<file path="src/rtl/pwm_pkg.sv">
// ----------------------------------------------------------------------------
// pwm_pkg
// Shared definitions for the multichannel PWM block.
//   - Default parameter values: PWM_NUM_CH, PWM_CNT_W, PWM_PRESC_W.
//   - cnt_dir_e: counter direction. Only used by the center-aligned build.
//   - sel_w(): width of a channel-select field. Never returns less than 1 bit.
// ----------------------------------------------------------------------------
package pwm_pkg;

  localparam int PWM_NUM_CH  = 16;
  localparam int PWM_CNT_W   = 8;
  localparam int PWM_PRESC_W = 8;

  typedef enum logic {
    CNT_UP   = 1'b0,
    CNT_DOWN = 1'b1
  } cnt_dir_e;

  // A single-channel build would otherwise need a zero-width select port.
  function automatic int sel_w(input int n);
    return (n > 1) ? $clog2(n) : 1;
  endfunction

endpackage

</file>
<file path="src/rtl/pwm_channel.sv">
// ----------------------------------------------------------------------------
// pwm_channel
// One PWM output. It holds the double-buffered duty value and does the
// compare and the output select.
//
// Ports:
//   clk, rst     system clock, synchronous active-high reset
//   cnt          shared period counter value
//   load         period boundary: active duty takes the pending duty
//   wr           duty write strobe for this channel
//   wr_data      duty value for the write
//   en_out       0 forces the output low
//   en_pwm       0 (with en_out=1) forces the output high
//   pwm_out      registered channel output
// ----------------------------------------------------------------------------
module pwm_channel
  import pwm_pkg::*;
#(
  parameter int CNT_W = PWM_CNT_W
) (
  input  logic             clk,
  input  logic             rst,
  input  logic [CNT_W-1:0] cnt,
  input  logic             load,
  input  logic             wr,
  input  logic [CNT_W-1:0] wr_data,
  input  logic             en_out,
  input  logic             en_pwm,
  output logic             pwm_out
);

  logic [CNT_W-1:0] pending_duty;
  logic [CNT_W-1:0] active_duty;
  logic             pwm_raw;

  // Edge-aligned compare. Duty 0 never matches. Duty MAX always matches,
  // because the edge-aligned count stops at MAX-1.
  assign pwm_raw = (cnt < active_duty);

  // NOTE: these duty registers are a handful of flops, not a RAM. They are
  //       reset with everything else, so a fresh period after reset runs at
  //       duty 0 instead of driving stale values onto the pins.
  always_ff @(posedge clk) begin
    if (rst) begin
      pending_duty <= '0;
      active_duty  <= '0;
      pwm_out      <= 1'b0;
    end else begin
      if (wr) begin
        pending_duty <= wr_data;
      end
      // A write on the load cycle bypasses the pending register.
      // Without the bypass that write would wait a whole extra period.
      if (load) begin
        active_duty <= wr ? wr_data : pending_duty;
      end
      pwm_out <= en_out & (~en_pwm | pwm_raw);
    end
  end

endmodule

</file>
<file path="src/rtl/pwm_multichannel.sv">
// ----------------------------------------------------------------------------
// pwm_multichannel
// NUM_CH independent PWM outputs. They share a prescaler and a period counter.
// Duty updates are double-buffered and take effect at a period boundary.
//
// Optional feature: define PWM_CENTER_ALIGNED_EN to add the align_center input.
// With align_center=1 the counter runs up 0..MAX, then down MAX-1..1, giving a
// period of 2*MAX ticks. The mode is latched at each period boundary.
//
// Ports:
//   clk, rst      system clock, synchronous active-high reset
//   en_out        per-channel output enable (0 -> output low)
//   en_pwm        per-channel PWM enable (0 with en_out=1 -> output high)
//   prescale      one counter step every prescale+1 clk cycles
//   duty_wr       single-cycle duty write strobe
//   duty_ch       channel index for the write; indices >= NUM_CH are ignored
//   duty_data     duty value
//   align_center  (PWM_CENTER_ALIGNED_EN only) center-aligned mode select
//   pwm_out       registered channel outputs
//   period_start  one-cycle pulse, high while cnt is 0 after a period load
// ----------------------------------------------------------------------------
module pwm_multichannel
  import pwm_pkg::*;
#(
  parameter  int NUM_CH  = PWM_NUM_CH,
  parameter  int CNT_W   = PWM_CNT_W,
  parameter  int PRESC_W = PWM_PRESC_W,
  localparam int CH_W    = sel_w(NUM_CH)
) (
  input  logic               clk,
  input  logic               rst,
  input  logic [NUM_CH-1:0]  en_out,
  input  logic [NUM_CH-1:0]  en_pwm,
  input  logic [PRESC_W-1:0] prescale,
  input  logic               duty_wr,
  input  logic [CH_W-1:0]    duty_ch,
  input  logic [CNT_W-1:0]   duty_data,
`ifdef PWM_CENTER_ALIGNED_EN
  input  logic               align_center,
`endif
  output logic [NUM_CH-1:0]  pwm_out,
  output logic               period_start
);

  localparam logic [CNT_W-1:0] CNT_MAX  = {CNT_W{1'b1}};
  localparam logic [CNT_W-1:0] CNT_LAST = CNT_MAX - CNT_W'(1);

  logic [PRESC_W-1:0] presc_cnt;
  logic               tick;
  logic [CNT_W-1:0]   cnt;
  logic [CNT_W-1:0]   cnt_nxt;
  logic               wrap;
  logic               started;
  logic               load;

  // ---------------------------------------------------------------------------
  // Prescaler. The counter wraps on >= rather than ==. If prescale is lowered
  // below the current count, the tick comes on the next cycle instead of after
  // a full counter roll-over.
  // ---------------------------------------------------------------------------
  assign tick = (presc_cnt >= prescale);

  // NOTE: state updates use <= so every flop samples the pre-edge values of
  //       its neighbours, whatever order the blocks are written in.
  always_ff @(posedge clk) begin
    if (rst) begin
      presc_cnt <= '0;
    end else if (tick) begin
      presc_cnt <= '0;
    end else begin
      presc_cnt <= presc_cnt + PRESC_W'(1);
    end
  end

  // ---------------------------------------------------------------------------
  // Period counter: next value and wrap detection.
  // ---------------------------------------------------------------------------
`ifdef PWM_CENTER_ALIGNED_EN
  cnt_dir_e dir;
  cnt_dir_e dir_nxt;
  logic     center_act;   // mode of the current period, latched at load

  // NOTE: every output gets its default before any branch. That way no path
  //       leaves a value unassigned, and no latch is inferred.
  always_comb begin
    cnt_nxt = cnt + CNT_W'(1);
    dir_nxt = dir;
    wrap    = 1'b0;
    if (center_act) begin
      if (dir == CNT_UP) begin
        if (cnt == CNT_MAX) begin
          cnt_nxt = CNT_LAST;
          dir_nxt = CNT_DOWN;
        end
      end else begin
        cnt_nxt = cnt - CNT_W'(1);
        // The down-count stops at 1. The next tick goes back to 0 through
        // the load path, which also restores the up direction.
        wrap    = (cnt == CNT_W'(1));
      end
    end else begin
      wrap = (cnt == CNT_LAST);
    end
  end

  always_ff @(posedge clk) begin
    if (rst) begin
      dir        <= CNT_UP;
      center_act <= 1'b0;
    end else if (load) begin
      dir        <= CNT_UP;
      center_act <= align_center;
    end else if (tick) begin
      dir        <= dir_nxt;
    end
  end
`else
  always_comb begin
    cnt_nxt = cnt + CNT_W'(1);
    wrap    = (cnt == CNT_LAST);
  end
`endif

  // The very first tick after reset opens a period, even though cnt is
  // already 0. It loads the (reset) duty values and pulses period_start.
  assign load = tick && (wrap || !started);

  always_ff @(posedge clk) begin
    if (rst) begin
      cnt          <= '0;
      started      <= 1'b0;
      period_start <= 1'b0;
    end else begin
      period_start <= load;
      if (load) begin
        cnt     <= '0;
        started <= 1'b1;
      end else if (tick) begin
        cnt     <= cnt_nxt;
      end
    end
  end

  // ---------------------------------------------------------------------------
  // Channels. The write decode compares against each in-range index only,
  // so an out-of-range duty_ch matches no channel.
  // ---------------------------------------------------------------------------
  for (genvar i = 0; i < NUM_CH; i++) begin : g_ch
    logic ch_wr;
    assign ch_wr = duty_wr && (duty_ch == CH_W'(i));

    pwm_channel #(
      .CNT_W   (CNT_W)
    ) u_ch (
      .clk     (clk),
      .rst     (rst),
      .cnt     (cnt),
      .load    (load),
      .wr      (ch_wr),
      .wr_data (duty_data),
      .en_out  (en_out[i]),
      .en_pwm  (en_pwm[i]),
      .pwm_out (pwm_out[i])
    );
  end

endmodule
</file>
<file path="config.mk">
export PLATFORM = sky130hd
export DESIGN_NAME = pwm_multichannel
export DESIGN_NICKNAME = d
export VERILOG_FILES = /design/src/rtl/pwm_pkg.sv /design/src/rtl/pwm_channel.sv /design/src/rtl/pwm_multichannel.sv
export SDC_FILE = /design/constraint.sdc
export NUM_CORES = 1
export LEC_CHECK = 0
export BUFFER_PORTS_ARGS = -buffer_cell sky130_fd_sc_hd__buf_2
export CAP_MARGIN = 20
export CORE_ASPECT_RATIO = 0.7
export CORE_MARGIN = 2
export CORE_UTILIZATION = 65
export CTS_CLUSTER_SIZE = 16
export DETAILED_ROUTE_END_ITERATION = 8
export PLACE_DENSITY = 0.9
export SYNTH_ARGS = -nofsm -noshare
export SYNTH_HDL_FRONTEND = slang
export SYNTH_HIERARCHICAL = 1
export SYNTH_SLANG_ARGS = --single-unit
</file>
<file path="constraint.sdc">
create_clock -name clk -period 4.6 [get_ports clk]
set_clock_uncertainty 0.1 [all_clocks]
set_input_delay 0.69 -clock clk [delete_from_list [all_inputs] [get_ports clk]]
set_output_delay 0.69 -clock clk [all_outputs]
set_load 0.005 [all_outputs]
</file>
-- Word-level counts from Yosys, hierarchy flattened
Cells that the tools add are included.
- multiply operators: 0
- bitwise gates (word level): 48
- divide/modulo/power cells: 0
- add/sub/neg operators: 2
- reductions and logical operators: 22
- shifts and indexed selects: 0
- muxes and demuxes: 16
- $lt $le $gt $ge: 17
- eq/ne operators: 16
- operators with widths (cell ; number):
    8-bit less-than comparator ; 16
    8-bit two-way mux ; 16
    4-bit == test (second input constant) ; 8
    1-bit logical AND ; 17
    8-bit by 1-bit adder with 8-bit output (second input constant) ; 2
    1-bit AND ; 16
    4-bit by 3-bit == test with 1-bit output (second input constant) ; 4
    1-bit NOT ; 16
    1-bit bitwise OR ; 16
    4-bit by 2-bit == test with 1-bit output (second input constant) ; 2
    8-bit == test (second input constant) ; 1
    8-bit >= comparator ; 1
    4-bit by 1-bit == test with 1-bit output (second input constant) ; 1
    4-bit zero test ; 1
    2-bit OR reduction ; 2
    1-bit zero test ; 1
    1-bit logical OR ; 1
- memories kept: 0
- memory bits (read-only): 0
- register bits: 290
- memory bits (writable): 0
- latch bits: 0
- output and inout bits: 17

-- Logic depth before layout (Yosys ltp)
- depth in word-level cells: 4
- mapped depth: 11
- depth with buffers taken out: 8

-- Cells and area by module
The synthesis kept the hierarchy.
- by module, submodules not included (module ; instances ; area an instance (µm²) ; sequential area each (µm²) ; cells each):
    pwm_channel ; 16 ; 762.0 ; 340.3 ; 79
    pwm_multichannel ; 1 ; 1128.6 ; 360.3 ; 138

-- Worst setup path before layout
OpenSTA, ideal clock, no wires.
- path kind: in2reg
- start point: in prescale[5]
- end point: reg g_ch[0].u_ch.active_duty[1]
- slack: 1.671 ns
- data arrival time: 2.743 ns
- stages: 11
- cell sequence: inv_1 -> ha_1 -> nand2_1 -> or3_4 -> o221ai_2 -> buf_6 -> and2_1 -> buf_4 -> buf_4 -> nor2_1 -> a211oi_1
- cells in the longest elaborated chain, start to end: 2
- RTL lines (item ; RTL line ; text):
    from (decl) ; pwm_multichannel.sv:34 ; input logic [PRESC_W-1:0] prescale,
    8-bit >= comparator ; pwm_multichannel.sv:61 ; assign tick = (presc_cnt >= prescale);
    1-bit logical AND ; pwm_multichannel.sv:126 ; assign load = tick && (wrap || !started);
    named net load ; pwm_multichannel.sv:54 ; logic load;
    to (signal assigned) ; pwm_channel.sv:55 ; active_duty <= wr ? wr_data : pending_duty;
    to (decl) ; pwm_channel.sv:33 ; logic [CNT_W-1:0] active_duty;
The timed path passes the listed nets, and every way through them passes these cells.
A chain may end at the register's enable or synchronous reset.

-- Worst setup path in the final report
- start point: reg presc_cnt[5]
- end point: reg g_ch[14].u_ch.active_duty[4]
- cells in the longest elaborated chain, start to end: 2
- RTL lines (item ; RTL line ; text):
    from (decl) ; pwm_multichannel.sv:48 ; logic [PRESC_W-1:0] presc_cnt;
    from (signal assigned) ; pwm_multichannel.sv:71 ; presc_cnt <= presc_cnt + PRESC_W'(1);
    8-bit >= comparator ; pwm_multichannel.sv:61 ;
    1-bit logical AND ; pwm_multichannel.sv:126 ;
    named net load ; pwm_multichannel.sv:54 ;
    to (signal assigned) ; pwm_channel.sv:55 ;
    to (decl) ; pwm_channel.sv:33 ;
The timed path passes the listed nets, and every way through them passes these cells.

==> metrics.txt <==
status completed; cell taking the most area after synthesis dfxtp_1; RSZ-0062 raised after global routing false; Syn Std Cell Area around 13000 sq um; met2 Use GR between 40 and 50%; Tot Pwr between 5 and 6 mW; library cells used by synthesis 39; number of max-cap violations 0; WHS between 0.3 and 0.4 ns; type of the worst min-delay path in2reg; number of flops mapped to enable cells by yosys 0; Top Usage Layer GRT met2; Max-slew headroom 28.4%; critical path peak fanout 58; most numerous cell in the Yosys netlist nor2_1; antenna diode count 0; post-layout util 72.8%; setup TNS 0 ns; Final Max Slew Viols 0; wire length per cell 17.1 um; Starting Density 66.7%; die area around 22000 sq um; Tightest Pin Transition roughly 1.1 ns; placed instance area approximately 14000 sq um; Clock Latency Late Sink 0.53 ns; top_reg_cell synth dfxtp_1; top-area cell type share of the netlist area 43.6%; fill count between 1000 and 1500; Nets approximately 1600; CP Capture Type flip-flop; first-pass GRT wire length around 48000 um; largest net degree at the start of global routing around 140; HP Start en_out[13]; H-Tree Depth 1; clk root buf clkbuf_16; CP bufs+invs 1; hpwl dp 18700 um; arrival time at the worst endpoint 3.63 ns; Worst-path clk slew ~0.07 ns; post-route minimum period about 3.3 ns; met1 Use GR between 30% and 40%; worst vdd ir about 0.00031 V; CTS tree built; critical path startpoint category flip-flop; # rows 43; GR Overflow Total 0; leakage power around 5.2 nW; core footprint between 15000 and 20000 sq um; final hold vios 0; fraction of final layout cells sized beyond drive strength 1 around a tenth; Ys Warns 6; clock tree sinks 290; post-synthesis sequential area ratio between 40% and 50%; # IOs about 70; Worst path depth 8; CTS buffer count 27; Seq cells post-synth slightly below 300; syn nets approximately 1600; met3 GRT Util approximately 3.5%; Cells after Synth 1402; power density over the cells 349 nW/um^2; number of detailed-route iterations in the first pass 5; Final Cell Area about 15000 sq um; Fmax about 300 MHz; # port buffers 71; post_cts resized 0; CP cell instances ha_1 > nand2_1 > or3_4 > o221ai_2 > and2_4 > buf_12 > nor2_1 > a211oi_1; Antenna Violating Nets Remaining 0; Synth area leaders dfxtp_1 (44%), ha_1 (12%), mux2i_1 (9.7%), nor2_1 (8.5%), a211oi_1 (7.2%); Commonest cells post-synth nor2_1 (302), dfxtp_1 (290), mux2i_1 (129), a211oi_1 (128); initial antenna violation count 0; final wirelength about 30000 um; Synth Area per Inst about 9.5 sq um; Remaining DRCs 0; Via Count between 10000 and 15000; Setup Crit Path Kind reg2reg; # setup viols final 0; reg2reg path depth 8; CP Data Required Time approximately 4.9 ns; die height around 120 um; DR iter-0 viols ~870; GRT Util Overall a little over a quarter; vias in the first global route slightly below 10000; Area growth, synth to finish 9.08%; CP Launch Point presc_cnt[5]; Period Utilization, post-route a little under three quarters; worst r2r src presc_cnt[5]; DR vias/cell 5.81; Final GP Congestion a little under 0.8; hold-fix buffers at CTS 0; Worst path slowest cell and2_4; Top Family by Delay on Critical Path simple AND/OR/NAND/NOR gates; Post-CTS Setup Bufs 0; max incr delay on CP between 0.7 and 0.8 ns; sequential cell area ~5800 sq um; Multi-input gate area approximately 6500 sq um; ys async rst share 0%; worst hold path depth 2; Clock Tree Buf Depth 3; Die Span X approximately 180 um
==> state kept, by name, summed over array words and instances (netlist names) <==
| signal | count |
|---|---|
| started | 1 |
| g_ch.u_ch/active_duty | 128 |
| g_ch.u_ch/pending_duty | 128 |
| g_ch.u_ch/pwm_out | 16 |
| period_start | 1 |
| presc_cnt | 8 |
| cnt | 8 |
==> metal layers <==
metal | up-vias | part of all wire [%] | routed length [um]
li1 | 4947 | - | -
met1 | 4749 | 46 | 13700
met2 | 283 | 46 | 13400
met3 | 65 | 5.0 | 1470
met4 | 0 | 3.0 | 880
met5 | - | 0 | 0
==> stage by stage <==
step | instances | setup slack, ns
after floorplan | 1402 | 1.67
after global placement | 1680 | 1.09
after detailed placement | 1680 | 0.983
after CTS | 1728 | 1.36
after global routing | 1728 | 1.10
final | 1728 | 1.30
==> cell usage in the layout, fill, tap and decap left out, types with 8 or more instances in the layout <==
cell type	Yosys	routed
a211oi_1	128	128
nand2_1	8	8
mux2i_1	129	129
o21ai_0	34	34
inv_1	123	123
o21ai_1	17	17
dfxtp_1	290	290
and4_1	16	16
buf_2	33	70
nor2_1	302	302
ha_1	123	123
and4b_1	17	17
a21oi_1	18	18
clkbuf_16	0	27
buf_4	32	14
nor3b_1	18	18
o2111ai_1	16	16
clkbuf_1	0	8
nand3_1	23	23
a21boi_0	16	16
==> final timing paths <==
path                                        to  slack (ns)
hold reg to reg                   presc_cnt[0]        0.38
setup / recovery  g_ch[14].u_ch/active_duty[4]        1.30
setup reg to reg  g_ch[14].u_ch/active_duty[4]        1.30
hold / removal           g_ch[13].u_ch/pwm_out        0.34
==> worst register-to-register path: stages (launching register included) <==
cell and delay (ns):
dfxtp_1 0.36, ha_1 0.31, nand2_1 0.06, or3_4 0.36, o221ai_2 0.56, and2_4 0.74, buf_12 0.34, nor2_1 0.11
a211oi_1 0.27
==> cell families (layout without fill, tap and decap cells) <==
family / count (synthesis) / in the layout / synth area share [%]
and+or+nand+nor: 406 / 406 / 14.0
DFF: 290 / 290 / 43.6
AOI/OAI and AO/OA: 242 / 242 / 12.8
buffers and inverters: 206 / 262 / 7.97
muxes: 129 / 129 / 9.69
adders and majority gates: 123 / 123 / 11.6
xor gates and xnor gates: 6 / 6 / 0.395
==> power breakdown <==
group | total [mW] | switching (mW) | internal (mW)
registers | 2.57 | 0.0159 | 2.55
clock network | 2.24 | 0.933 | 1.31
logic | 0.254 | 0.160 | 0.0940
total | 5.07 | 1.11 | 3.96
==> area by class of cell <==
| cell class | instances | share of cell area (%) |
|---|---|---|
| Clock buffer | 39 | 5.24 |
| Multi-Input combinational cell | 906 | 44.4 |
| Inverter | 123 | 3.18 |
| Tap cell | 270 | 2.32 |
| Timing Repair Buffer | 91 | 4.06 |
| Clock inverter | 9 | 0.827 |
| Sequential cell | 290 | 40.0 |
Note: power is estimated with default switching activity, not from simulation.
